==> config.mk <==
export PLATFORM = sky130hd
export DESIGN_NAME = screen_writer
export DESIGN_NICKNAME = d
export VERILOG_FILES = /design/src/rtl/screen_writer.sv
export SDC_FILE = /design/constraint.sdc
export NUM_CORES = 1
export LEC_CHECK = 0
export CAP_MARGIN = 20
export CORE_ASPECT_RATIO = 1.2
export CORE_UTILIZATION = 49
export CTS_CLUSTER_DIAMETER = 40
export DETAILED_ROUTE_END_ITERATION = 8
export MAX_ROUTING_LAYER = met4
export PLACE_DENSITY = 0.81
export SYNTH_ARGS = -nofsm -noshare
export SYNTH_HDL_FRONTEND = slang
export SYNTH_SLANG_ARGS = --single-unit
==> constraint.sdc <==
create_clock -name clk -period 2.75 [get_ports clk]
set_input_delay 0.6875 -clock clk [delete_from_list [all_inputs] [get_ports clk]]
set_output_delay 0.6875 -clock clk [all_outputs]
set_load 0.1 [all_outputs]
==> src/rtl/screen_writer.sv <==
// screen_writer: character-cell text writer for a 40x30 screen memory.
//
// Writes screen codes at a self-advancing cursor, supports direct cursor
// loads, and fills the whole screen with FILL_CODE on a clear request.
//
// Optional feature: define SCREEN_WRITER_NEWLINE_EN to treat code 8'h0A as
// a newline (cursor to column 0 of the next row, no memory write).
//
// Ports:
//   clk, reset            clock and asynchronous active-high reset
//   wr_valid, wr_code     character write request and its screen code
//   wr_ready              write accepted this cycle (IDLE, not in reset)
//   clr_req               clear-screen request
//   cur_set, cur_col/row  cursor load request and target position
//   mem_we/addr/data      registered screen-memory write port
//   cursor_col/row        current cursor position
//   busy                  clear in progress
module screen_writer #(
    parameter logic [7:0] FILL_CODE = 8'h00
) (
    input  logic        clk,
    input  logic        reset,
    input  logic        wr_valid,
    input  logic [7:0]  wr_code,
    output logic        wr_ready,
    input  logic        clr_req,
    input  logic        cur_set,
    input  logic [5:0]  cur_col,
    input  logic [4:0]  cur_row,
    output logic        mem_we,
    output logic [10:0] mem_addr,
    output logic [7:0]  mem_data,
    output logic [5:0]  cursor_col,
    output logic [4:0]  cursor_row,
    output logic        busy
);

    localparam logic [5:0]  LastCol  = 6'd39;
    localparam logic [4:0]  LastRow  = 5'd29;
    localparam logic [10:0] LastAddr = 11'd1199;

    typedef enum logic [0:0] {StIdle, StClear} state_e;

    state_e      state_q, state_d;
    logic [5:0]  col_q, col_d;
    logic [4:0]  row_q, row_d;
    logic        we_q, we_d;
    logic [10:0] addr_q, addr_d;
    logic [7:0]  data_q, data_d;

    logic        wr_accept;
    logic        is_newline;
    logic [10:0] cur_addr;

    // row*40 + col as shifts and adds
    assign cur_addr = {1'b0, row_q, 5'b0} + {3'b0, row_q, 3'b0} + {5'b0, col_q};

    assign wr_accept = (state_q == StIdle) && !reset && wr_valid && !clr_req && !cur_set;

`ifdef SCREEN_WRITER_NEWLINE_EN
    assign is_newline = (wr_code == 8'h0A);
`else
    assign is_newline = 1'b0;
`endif

    // State register and datapath registers
    always_ff @(posedge clk or posedge reset) begin
        if (reset) begin
            state_q <= StIdle;
            col_q   <= '0;
            row_q   <= '0;
            we_q    <= 1'b0;
            addr_q  <= '0;
            data_q  <= '0;
        end else begin
            state_q <= state_d;
            col_q   <= col_d;
            row_q   <= row_d;
            we_q    <= we_d;
            addr_q  <= addr_d;
            data_q  <= data_d;
        end
    end

    // Next-state logic
    always_comb begin
        state_d = state_q;
        unique case (state_q)
            StIdle:  if (clr_req) state_d = StClear;
            // Stay in CLEAR while addresses 0..1199 are presented on the port
            StClear: if (we_q && addr_q == LastAddr) state_d = StIdle;
            default: state_d = StIdle;
        endcase
    end

    // Datapath and memory-port next values
    always_comb begin
        col_d  = col_q;
        row_d  = row_q;
        we_d   = 1'b0;
        addr_d = addr_q;
        data_d = data_q;
        unique case (state_q)
            StIdle: begin
                if (clr_req) begin
                    we_d   = 1'b1;
                    addr_d = '0;
                    data_d = FILL_CODE;
                end else if (cur_set) begin
                    if (cur_col <= LastCol && cur_row <= LastRow) begin
                        col_d = cur_col;
                        row_d = cur_row;
                    end
                end else if (wr_accept) begin
                    if (is_newline) begin
                        col_d = '0;
                        row_d = (row_q == LastRow) ? 5'd0 : row_q + 5'd1;
                    end else begin
                        we_d   = 1'b1;
                        addr_d = cur_addr;
                        data_d = wr_code;
                        if (col_q == LastCol) begin
                            col_d = '0;
                            row_d = (row_q == LastRow) ? 5'd0 : row_q + 5'd1;
                        end else begin
                            col_d = col_q + 6'd1;
                        end
                    end
                end
            end
            StClear: begin
                if (addr_q == LastAddr) begin
                    col_d = '0;
                    row_d = '0;
                end else begin
                    we_d   = 1'b1;
                    addr_d = addr_q + 11'd1;
                    data_d = FILL_CODE;
                end
            end
            default: ;
        endcase
    end

    // Outputs
    always_comb begin
        wr_ready   = (state_q == StIdle) && !reset;
        busy       = (state_q == StClear);
        mem_we     = we_q;
        mem_addr   = addr_q;
        mem_data   = data_q;
        cursor_col = col_q;
        cursor_row = row_q;
    end

endmodule

==> results of run 1 <==
sequential cells by signal (all words and copies together) (netlist names):
| signal | cells |
|---|---|
| mem_data | 8 |
| mem_we | 1 |
| cursor_row | 5 |
| busy | 1 |
| mem_addr | 11 |
| cursor_col | 6 |
stage by stage:
step	util, %	hold WS, ns
detailed placement	64.14	0.4570
global placement	64.14	0.4453
floorplan	-	0.8035
CTS	66.69	0.4662
finish	66.69	0.4651
global route	66.69	0.5043
area by class of cell:
type,count,area (um2),area share (%)
multi-input cells,187,1222,43.35
flip-flops and latches,32,804.5,28.53
repair buffers,64,563.0,19.96
well taps,56,70.07,2.484
inverters,14,52.55,1.863
clock inverters,2,35.03,1.242
clock buffers,6,72.57,2.573
per-layer routing:
layer / global-route usage [%] / share of wire [%] / vias up
met2: 39.93 / 49 / 59
met3: 5.061 / 4.3 / 5
li1: - / - / 1006
met1: 29.86 / 45 / 973
met5: - / 0 / -
met4: 9.819 / 1.4 / 0
critical path: stages, from the launching register on:
cell	delay, ns
dfrtp_2	0.44
inv_1	0.10
fa_1	0.56
inv_1	0.06
ha_1	0.31
a211oi_1	0.36
o21bai_1	0.13
a21oi_1	0.18
xor2_1	0.17
o21ai_1	0.07
power by group through the flow:
| stage | Sequential [mW] | Clock, mW | Combinational, mW |
|---|---|---|---|
| after global placement | 0.652 | 0 | 0.847 |
| after floorplan | 1.08 | 0 | 0.223 |
| after detailed placement | 0.650 | 0 | 0.857 |
| final | 0.645 | 0.446 | 0.858 |
| after global routing | 0.658 | 0.472 | 0.905 |
| after CTS | 0.643 | 0.454 | 0.860 |
worst max path at each step:
stage / startpoint / to / slack (ns) / cells past startpoint
final: cursor_row[0]$_DFFE_PP0P_ / mem_addr[9]$_DFFE_PP0P_ / 0.25 / 9
after detailed placement: reset / cursor_col[5]$_DFFE_PP0P_ / 0.24 / 6
after floorplan: busy$_DFF_PP0_ / wr_ready / 0.01 / 3
after global placement: cur_set / cursor_row[3]$_DFFE_PP0P_ / 0.27 / 7
after CTS: cursor_row[0]$_DFFE_PP0P_ / mem_addr[9]$_DFFE_PP0P_ / 0.25 / 9
after global routing: cursor_row[0]$_DFFE_PP0P_ / mem_addr[9]$_DFFE_PP0P_ / 0.14 / 9
synthesized netlist by cell type (2+ instances only):
cell        n
a211oi_1    4
a31oi_1     2
fa_1        2
dfrtp_1    32
nor3_1     10
a32oi_1     3
o211ai_1    2
o31ai_1     5
o21ai_1     5
nand4_1     3
mux2i_1     2
a22oi_1     3
nor2b_1     3
a221o_1     2
o21a_1      3
nand2_1    37
and3_1      3
ha_1       13
a2bb2oi_1   2
o21ai_0    15
a21oi_1    13
a31o_2      2
nor3b_1     2
buf_6       4
nor2_1     14
buf_2       2
clkbuf_1    4
nand3_1    14
nor4_1      2
inv_1      14
xor2_1      2
kinds of logic (layout without fill, tap and decap cells):
logic type / count (synthesis) / after routing / synth area share (%)
simple gates: 100 / 100 / 24.11
compound gates: 67 / 67 / 21.19
flops: 32 / 32 / 37.36
buf+inv: 24 / 86 / 5.721
fa+ha+maj: 15 / 15 / 9.457
xor+xnor: 3 / 3 / 1.226
mux: 2 / 2 / 0.9341
==> metrics.cfg, run 1 <==
[finish]
n_fill_cell=381
stdcell_area_um2=2820
drive_above_1_share_pct=20.66
diodes=0
final_common_cell=buf_4
final_cell_mix=39 x buf_4, 37 x nand2_1, 29 x dfrtp_1, 23 x clkdlybuf4s50_1, 15 x o21ai_0
area_growth_pct=31.58
num-nets-final=343
final_cells=361

[route]
drc=0
initialDrtViolationCount=141
first_pass_iters=4
drt_wl_total_mm=5.140
vias=2043
wire_per_inst_um=14.24
vias_per_cell=5.659
ant_nets=0

[floorplan]
boundaryPins=57
die_w_um=62.38
design.die.area_um2=4644
fp-row-count=26
die_h_um=74.45
start_util_pct=50.68
fp.coreArea_um2=4229

[pwr]
seq_power_share_pct=33.1
power_frac_comb_pct=44.0
p_int_mw=1.037
power_per_cell_area_nw_per_um2=691.0
p_sw_mw=0.9122
switching_share_pct=46.81
ir_drop_uv=297.7
power.leakage_nw=1.277
total_power_mw=1.949
clkPwrFrac_pct=22.9

[placed_design]
io_buffers=56
dp.cells=353
dp_slack_ns=0.2353
hpwl_mm=3.826
place_area_um2=2713
gp_congestion=0.8604

[timing]
finalSetupTns_ns=0
setup_viol=0
postLayoutSetupSlackWorst_ns=0.2541
drv_slew=0
finClkSkew_ns=0.002401
maxSlewHeadroom_pct=54.85
max_clock_freq_mhz=400.7
rsz0062_at_grt=no
hold_viol=0
layout_min_cycle_time_ns=2.496
worst_pin_slew_ns=0.6727
timing.final.crit_share_pct=90.76

[yosys]
synthTopCellsByArea=dfrtp_1 37%, ha_1 7.6%, nand2_1 6.5%, o21ai_0 3.5%, nand3_1 3.3%
postSynth.asyncResetShare_pct=100.0
avgSynthCellArea_um2=8.820
syn_nets=282
syn_area_um2=2143
yosys_most_used_dff=dfrtp_1
seq_area_frac_synth_pct=37.36
synth_top_area_share_pct=37.36
synth_cells=243
synth.largest_area_cell=dfrtp_1
synth_seq_cells=32
synth_edf_count=0
ys_types=50
ys_warn_count=0

[cts]
post_cts_buffers=0
path_clk_slew_ns=0.07
clk-insertion-delay-late_ns=0.28
cts-hold-fix-buffers=0
clockBufferDepth=2
cts_tree=done
clock-sinks=32
cts_resized=0
root_buffer=clkbuf_8
numCtsBuffers=5
h-tree-depth=2

[hold_path]
min_from=mem_we$_DFF_PP0_
hp-class=register to register
holdPathEnd=busy$_DFF_PP0_
holdPathStages=1

[worst_setup_path]
crit_arrival_ns=2.66
rr_worst_depth=9
criticalPathCategory=register to register
worstReg2RegEnd=mem_addr[9]$_DFFE_PP0P_
worstPathMaxFanout=7
reg2reg_setup_slack_ns=0.25
r2r-start=cursor_row[0]$_DFFE_PP0P_
start_kind=register
worstPathRequired_ns=2.92
endpoint_kind=register

[global_routing]
antenna_found_initial=0
grt-ovfl-total=0
grt_pass1_vias=1854
gr-usage-all-layers_pct=24.44
grt_pass1_wl_mm=8.542
grt_max_degree=33

[run]
maxCapViolations=0

[outcome]
status=complete, no violations

Power figures use the tool's default switching activity.
==> inputs of run 2 (changes only) <==
--- a/config.mk
+++ b/config.mk
@@ -15,3 +15,4 @@
 export SYNTH_ARGS = -nofsm -noshare
 export SYNTH_HDL_FRONTEND = slang
 export SYNTH_SLANG_ARGS = --single-unit
+export TNS_END_PERCENT = 50
==> results of run 2 <==
Final layout, timing and power as in run 1 (identical DEF).
